==> config.mk <==
export PLATFORM = sky130hd
export DESIGN_NAME = fetch_queue
export DESIGN_NICKNAME = d
export VERILOG_FILES = /design/src/rtl/fetch_queue.sv
export SDC_FILE = /design/constraint.sdc
export NUM_CORES = 2
export LEC_CHECK = 0
export BUFFER_PORTS_ARGS = -buffer_cell sky130_fd_sc_hd__buf_4
export CORE_MARGIN = 1.5
export CORE_UTILIZATION = 45
export CTS_CLUSTER_DIAMETER = 60
export CTS_CLUSTER_SIZE = 14
export DETAILED_ROUTE_END_ITERATION = 10
export REMOVE_ABC_BUFFERS = 1
export SKIP_LAST_GASP = 1
export SYNTH_ARGS = -nofsm -noshare
export SYNTH_HDL_FRONTEND = slang
export SYNTH_SLANG_ARGS = --single-unit
==> constraint.sdc <==
create_clock -name clk -period 16.26 [get_ports clk]
set_input_delay 0.813 -clock clk [delete_from_list [all_inputs] [get_ports clk]]
set_output_delay 0.813 -clock clk [all_outputs]
set_load 0.03 [all_outputs]
==> src/rtl/fetch_queue.sv <==
// fetch_queue: per-instruction fetch queue between IF1 and decode.
//   Accepts one 2-slot fetch packet per cycle, compacts the valid slots
//   (in slot order) into a circular queue, and presents head / head+1
//   first-word-fall-through for dual-issue decode. Decode pops 0..2 per cycle.
//   PC, badv and metadata are kept per instruction, so a packet may be split
//   across two pops.
// Ports:
//   clk, rstn            clock, synchronous active-low reset
//   flush                discard all contents (beats write and pop)
//   in_valid/in_mask     packet present / per-slot valid ([0]=slot0)
//   in_inst0/1, in_pc    slot instructions; slot1 PC is in_pc+4
//   in_badv, in_meta     per-packet data copied to every written slot
//   in_ready             packet accepted when in_valid=1 (>=2 free entries)
//   nearly_full, count   free < NF_THRESH / occupancy 0..DEPTH
//   out_valid[1:0]       head / head+1 present
//   out_*0, out_*1       head / head+1 fields (defaults when not present)
//   pop_cnt              instructions consumed this cycle (0..2)
`ifndef INST_NOP
`define INST_NOP 32'h0340_0000
`endif
`ifndef PC_RESET
`define PC_RESET 32'h1C00_0000
`endif

module fetch_queue #(
  parameter int DEPTH     = 16,
  parameter int LOG_DEPTH = 4,
  parameter int META_W    = 45,
  parameter int NF_THRESH = 4
) (
  input  logic                 clk,
  input  logic                 rstn,
  input  logic                 flush,
  input  logic                 in_valid,
  input  logic [1:0]           in_mask,
  input  logic [31:0]          in_inst0,
  input  logic [31:0]          in_inst1,
  input  logic [31:0]          in_pc,
  input  logic [31:0]          in_badv,
  input  logic [META_W-1:0]    in_meta,
  output logic                 in_ready,
  output logic                 nearly_full,
  output logic [LOG_DEPTH:0]   count,
  output logic [1:0]           out_valid,
  output logic [31:0]          out_inst0,
  output logic [31:0]          out_inst1,
  output logic [31:0]          out_pc0,
  output logic [31:0]          out_pc1,
  output logic [31:0]          out_badv0,
  output logic [31:0]          out_badv1,
  output logic [META_W-1:0]    out_meta0,
  output logic [META_W-1:0]    out_meta1,
  input  logic [1:0]           pop_cnt
);

  localparam logic [LOG_DEPTH:0] DEPTH_C = (LOG_DEPTH+1)'(DEPTH);
  localparam logic [LOG_DEPTH:0] NF_C    = (LOG_DEPTH+1)'(NF_THRESH);

  logic [31:0]          inst_q [DEPTH];
  logic [31:0]          pc_q   [DEPTH];
  logic [31:0]          badv_q [DEPTH];
  logic [META_W-1:0]    meta_q [DEPTH];

  logic [LOG_DEPTH-1:0] rd_ptr, wr_ptr, wr_ptr1;
  logic [LOG_DEPTH:0]   count_q, free, count_nxt;
  logic [1:0]           n_wr, wr_n, pop_req, eff_pop;
  logic                 wr_en;
  logic [31:0]          first_inst, first_pc;

  // Status is derived from registered count only: no path from pop_cnt.
  assign free        = DEPTH_C - count_q;
  assign in_ready    = free >= (LOG_DEPTH+1)'(2);
  assign nearly_full = free < NF_C;
  assign count       = count_q;

  assign wr_en   = in_valid && in_ready;
  assign n_wr    = {1'b0, in_mask[0]} + {1'b0, in_mask[1]};
  assign wr_n    = wr_en ? n_wr : 2'd0;
  assign wr_ptr1 = wr_ptr + 1'b1;

  // Over-pop is clamped to occupancy; pop_cnt=3 is treated as 2 first.
  assign pop_req = (pop_cnt == 2'd3) ? 2'd2 : pop_cnt;
  assign eff_pop = ({{(LOG_DEPTH-1){1'b0}}, pop_req} > count_q) ? count_q[1:0] : pop_req;

  assign count_nxt = count_q + {{(LOG_DEPTH-1){1'b0}}, wr_n}
                             - {{(LOG_DEPTH-1){1'b0}}, eff_pop};

  // Compaction: the lowest valid slot always lands at wr_ptr.
  assign first_inst = in_mask[0] ? in_inst0 : in_inst1;
  assign first_pc   = in_mask[0] ? in_pc    : in_pc + 32'd4;

  always_ff @(posedge clk) begin
    if (!rstn || flush) begin
      rd_ptr  <= '0;
      wr_ptr  <= '0;
      count_q <= '0;
    end else begin
      assert ({{(LOG_DEPTH-1){1'b0}}, pop_cnt} <= count_q)
        else $warning("fetch_queue: pop_cnt %0d exceeds count %0d", pop_cnt, count_q);
      rd_ptr  <= rd_ptr + {{(LOG_DEPTH-2){1'b0}}, eff_pop};
      wr_ptr  <= wr_ptr + {{(LOG_DEPTH-2){1'b0}}, wr_n};
      count_q <= count_nxt;
    end
  end

  // Storage is deliberately not reset.
  always_ff @(posedge clk) begin
    if (rstn && !flush && wr_en) begin
      if (n_wr != 2'd0) begin
        inst_q[wr_ptr] <= first_inst;
        pc_q[wr_ptr]   <= first_pc;
        badv_q[wr_ptr] <= in_badv;
        meta_q[wr_ptr] <= in_meta;
      end
      if (n_wr == 2'd2) begin
        inst_q[wr_ptr1] <= in_inst1;
        pc_q[wr_ptr1]   <= in_pc + 32'd4;
        badv_q[wr_ptr1] <= in_badv;
        meta_q[wr_ptr1] <= in_meta;
      end
    end
  end

  logic [1:0][31:0]       lane_inst, lane_pc, lane_badv;
  logic [1:0][META_W-1:0] lane_meta;

  for (genvar k = 0; k < 2; k++) begin : g_lane
    logic [LOG_DEPTH-1:0] idx;
    assign idx          = rd_ptr + LOG_DEPTH'(k);
    assign out_valid[k] = count_q > (LOG_DEPTH+1)'(k);
    assign lane_inst[k] = out_valid[k] ? inst_q[idx] : `INST_NOP;
    assign lane_pc[k]   = out_valid[k] ? pc_q[idx]   : `PC_RESET;
    assign lane_badv[k] = out_valid[k] ? badv_q[idx] : `PC_RESET;
    assign lane_meta[k] = out_valid[k] ? meta_q[idx] : '0;
  end

  assign out_inst0 = lane_inst[0];
  assign out_inst1 = lane_inst[1];
  assign out_pc0   = lane_pc[0];
  assign out_pc1   = lane_pc[1];
  assign out_badv0 = lane_badv[0];
  assign out_badv1 = lane_badv[1];
  assign out_meta0 = lane_meta[0];
  assign out_meta1 = lane_meta[1];

endmodule

==> impl_metrics.xml <==
<?xml version="1.0" encoding="UTF-8"?>
<metrics>
  <group name="clock_network">
    <metric name="cts.repair.resized" unit="">0</metric>
    <metric name="hold_buffers" unit="">0</metric>
    <metric name="tritoncts" unit="">yes</metric>
    <metric name="clkSlewWorstSetupHoldPaths" unit="ns">0.07</metric>
    <metric name="clock-root-buffer" unit="">sky130_fd_sc_hd__clkbuf_16</metric>
    <metric name="post-cts-setup-buffer-count" unit="">0</metric>
    <metric name="numCtsBuffers" unit="">200</metric>
    <metric name="clk_latency" unit="ns">0.87</metric>
    <metric name="cts-htree-levels" unit="">4</metric>
    <metric name="ctsLongestPathBuffers" unit="">3</metric>
    <metric name="cts.sinks" unit="">2269</metric>
  </group>
  <group name="sta">
    <metric name="finalCriticalPeriod" unit="ns">7.50</metric>
    <metric name="timing.final.setup_violations" unit="">0</metric>
    <metric name="fin_worst_skew" unit="ns">0.0561</metric>
    <metric name="timing.final.hold_violations" unit="">0</metric>
    <metric name="tightestPinTransition" unit="ns">1.41</metric>
    <metric name="fmax" unit="GHz">0.133</metric>
    <metric name="tns" unit="ns">0</metric>
    <metric name="rsz0062_at_grt" unit="">false</metric>
    <metric name="report.final.slew_viol_count" unit="">0</metric>
    <metric name="slew_headroom" unit="%">3.55</metric>
    <metric name="fin_crit_sh" unit="%">46.1</metric>
    <metric name="final_critical_path_setup_slack" unit="ns">8.76</metric>
  </group>
  <group name="critical_path">
    <metric name="critPathSlowestCell" unit="">sky130_fd_sc_hd__ha_4</metric>
    <metric name="critPathMaxStageDelay" unit="ns">0.95</metric>
    <metric name="cp-end-kind" unit="">output pin</metric>
    <metric name="timing.critical_path.from_type" unit="">register</metric>
    <metric name="cp_buf_inv_count" unit="">4</metric>
    <metric name="cp.required" unit="ns">15.45</metric>
    <metric name="worstPathMaxFanout" unit="">112</metric>
    <metric name="crit_chain" unit="">ha_4 &gt; buf_4 &gt; buf_12 &gt; buf_4 &gt; mux4_2 &gt; a22oi_1 &gt; a21oi_1 &gt; buf_4</metric>
    <metric name="cpLargestDelayFamily" unit="">buffers and inverters</metric>
    <metric name="start_to_end_type_of_the_worst_setup_path" unit="">register to output pin</metric>
    <metric name="timing.critical_path.arrival" unit="ns">6.68</metric>
    <metric name="crit_path_most_repeated_cell" unit="">sky130_fd_sc_hd__buf_4</metric>
  </group>
  <group name="power_and_ir_drop">
    <metric name="worst_ir_drop_vdd" unit="uV">263</metric>
    <metric name="power.total" unit="mW">17.2</metric>
    <metric name="power_per_cell_area" unit="mW/mm^2">134</metric>
    <metric name="static-leakage-power" unit="nW">39.0</metric>
  </group>
  <group name="yosys">
    <metric name="ys_dominant_reg_cell" unit="">sky130_fd_sc_hd__edfxtp_1</metric>
    <metric name="async_reset_ff_share" unit="%">0</metric>
    <metric name="synth_cell_area" unit="sq mm">0.116</metric>
    <metric name="postSynthAreaPerCell" unit="sq um">16.2</metric>
    <metric name="synth_edf_count" unit="">2256</metric>
    <metric name="netlist-cell-type-count" unit="">73</metric>
    <metric name="yosysSeqAreaShare" unit="%">58.5</metric>
    <metric name="post-synth-top-area-cell" unit="">sky130_fd_sc_hd__edfxtp_1</metric>
    <metric name="post-synth-top-area-fraction" unit="%">58.3</metric>
    <metric name="ys_top_cells_by_area" unit="">sky130_fd_sc_hd__edfxtp_1, sky130_fd_sc_hd__mux4_2, sky130_fd_sc_hd__a21oi_1, sky130_fd_sc_hd__nor2_1, sky130_fd_sc_hd__a22oi_1</metric>
    <metric name="yosys_register_bits" unit="">2269</metric>
    <metric name="netlist_instances" unit="">7157</metric>
    <metric name="synth.yosys.warnings" unit="">0</metric>
  </group>
  <group name="min_path">
    <metric name="hp-class" unit="">input pin to register</metric>
  </group>
  <group name="die">
    <metric name="fp-row-count" unit="">186</metric>
    <metric name="design.core.area" unit="sq mm">0.257</metric>
    <metric name="boundary_pin_count" unit="">472</metric>
    <metric name="die_x" unit="microns">511</metric>
    <metric name="floorplan.die.height" unit="microns">511</metric>
    <metric name="design.die.area" unit="sq mm">0.261</metric>
    <metric name="floorplan.initialDensity" unit="%">45.3</metric>
  </group>
  <group name="drt">
    <metric name="route.detailed.wl_per_inst" unit="microns">34.9</metric>
    <metric name="ant_nets" unit="">0</metric>
    <metric name="detail_route.iter0.violations" unit="">11000</metric>
    <metric name="wirelength" unit="microns">374000</metric>
    <metric name="drt-vias-per-instance" unit="">6.84</metric>
    <metric name="drt_pass1_iterations" unit="">6</metric>
    <metric name="post_route_drc_violation_count" unit="">0</metric>
    <metric name="via_count" unit="">73400</metric>
  </group>
  <group name="layout">
    <metric name="area.sequential" unit="sq mm">0.0680</metric>
    <metric name="final_cell_mix" unit="">sky130_fd_sc_hd__edfxtp_1, sky130_fd_sc_hd__mux4_2, sky130_fd_sc_hd__a21oi_1</metric>
    <metric name="n_fill_cell" unit="">21000</metric>
    <metric name="finalNetCount" unit="">7437</metric>
    <metric name="utilization" unit="%">50.1</metric>
    <metric name="multi_input_comb_area" unit="sq mm">0.0451</metric>
    <metric name="syn_to_final_growth" unit="%">10.8</metric>
    <metric name="most_common_cell_after_layout_fill_and_taps_aside" unit="">sky130_fd_sc_hd__edfxtp_1</metric>
    <metric name="drive_above_1_share" unit="%">31.6</metric>
  </group>
  <group name="status">
    <metric name="outcome" unit="">completed</metric>
  </group>
  <group name="global_routing">
    <metric name="grt_pass1_wl" unit="microns">535000</metric>
    <metric name="gr-total-overflow" unit="">0</metric>
    <metric name="grt_use_total" unit="%">28.4</metric>
    <metric name="via_count_of_the_first_global_routing_pass" unit="">73000</metric>
    <metric name="grt_max_degree" unit="">128</metric>
    <metric name="antenna_found_initial" unit="">37</metric>
  </group>
  <group name="run">
    <metric name="cap_viol_max_count" unit="">0</metric>
  </group>
  <group name="place">
    <metric name="numPortBuffers" unit="">471</metric>
    <metric name="pre_cts_slack" unit="ns">9.51</metric>
    <metric name="placer_congestion_estimate" unit="">0.813</metric>
    <metric name="dp_hpwl" unit="microns">205000</metric>
  </group>
</metrics>
==> final timing paths <==
| path | start | end | slack (ns) | depth (start not counted) |
|---|---|---|---|---|
| max reg2reg | count[2] | badv_q[8][29] | 10.31 | 11 |
| max | rd_ptr[0] | out_meta1[30] | 8.76 | 8 |
| min reg2reg | wr_ptr[3] | wr_ptr[3] | 0.65 | 2 |
| min | in_meta[43] | meta_q[6][43] | 0.23 | 1 |
==> logic make-up after synthesis <==
kind of cell / Yosys count / synth area share (%)
buf+inv: 811 / 3.07
compound gates: 1422 / 7.55
flops: 2269 / 58.5
simple gates: 1194 / 4.56
xor+xnor: 64 / 0.483
mux: 1370 / 25.5
fa+ha+maj: 27 / 0.317
==> stage by stage <==
stage	instances	cell area (sq um)	hold slack [ns]
detailed placement	10400	123000	0.629
floorplan	6372	113000	0.573
CTS	10700	129000	0.167
finish	10700	129000	0.233
global route	10700	129000	0.216
global placement	10400	123000	0.626
==> routing by layer <==
| layer | share of wire (%) | global-route usage [%] |
|---|---|---|
| met1 | 39 | 40.0 |
| met4 | 3.3 | 9.00 |
| met2 | 47 | 44.2 |
| met3 | 11 | 6.11 |
| met5 | 0.046 | 0 |
==> power breakdown <==
part | leakage, nW | switching (mW) | total [mW] | internal (mW)
Clock | 2.97 | 2.21 | 4.69 | 2.48
Sequential | 20.4 | 0.0527 | 6.56 | 6.51
Combinational | 15.6 | 3.65 | 5.94 | 2.29
==> cell usage after synthesis (9+ instances only) <==
library cell / instances
sky130_fd_sc_hd__a21oi_1: 838
sky130_fd_sc_hd__a222oi_1: 9
sky130_fd_sc_hd__a22oi_1: 264
sky130_fd_sc_hd__a31oi_2: 13
sky130_fd_sc_hd__and2_1: 144
sky130_fd_sc_hd__buf_1: 80
sky130_fd_sc_hd__buf_2: 249
sky130_fd_sc_hd__buf_4: 47
sky130_fd_sc_hd__clkbuf_1: 404
sky130_fd_sc_hd__dfxtp_1: 13
sky130_fd_sc_hd__edfxtp_1: 2256
sky130_fd_sc_hd__ha_1: 23
sky130_fd_sc_hd__inv_1: 25
sky130_fd_sc_hd__mux2i_1: 101
sky130_fd_sc_hd__mux4_2: 1269
sky130_fd_sc_hd__nand2_1: 170
sky130_fd_sc_hd__nand3_1: 33
sky130_fd_sc_hd__nand4_1: 11
sky130_fd_sc_hd__nor2_1: 737
sky130_fd_sc_hd__nor3_1: 11
sky130_fd_sc_hd__nor3_2: 14
sky130_fd_sc_hd__o211ai_1: 96
sky130_fd_sc_hd__o211ai_2: 19
sky130_fd_sc_hd__o21ai_0: 50
sky130_fd_sc_hd__o21ai_1: 21
sky130_fd_sc_hd__o221ai_1: 64
sky130_fd_sc_hd__o31ai_1: 18
sky130_fd_sc_hd__or2_2: 17
sky130_fd_sc_hd__xnor2_1: 50
sky130_fd_sc_hd__xor2_1: 14
==> cell type report <==
cell class,count,share of cell area [%]
flip-flops and latches,2269,52.8
multi-input cells,4077,35.0
clock buffers,231,4.03
repair buffers,655,3.97
well taps,3384,3.29
clock inverters,76,0.709
inverters,26,0.0875
diodes,20,0.0389
==> sequential cells by signal (all words and copies together), names as in the netlist <==
signal / cells
badv_q: 512
count: 5
inst_q: 512
meta_q: 720
pc_q: 512
rd_ptr: 4
wr_ptr: 4
==> worst reg2reg max path: stages (launching register included) <==
cell and delay [ns]:
sky130_fd_sc_hd__dfxtp_1 0.56, sky130_fd_sc_hd__inv_1 0.14, sky130_fd_sc_hd__ha_1 0.24, sky130_fd_sc_hd__and2_1 0.16
sky130_fd_sc_hd__ha_1 0.32, sky130_fd_sc_hd__nor3b_2 0.26, sky130_fd_sc_hd__a211oi_2 0.86, sky130_fd_sc_hd__nand3_4 0.65
sky130_fd_sc_hd__o41ai_2 0.20, sky130_fd_sc_hd__buf_4 0.67, sky130_fd_sc_hd__buf_4 0.73, sky130_fd_sc_hd__buf_4 0.74
Note: power is estimated with default switching activity, not from simulation.
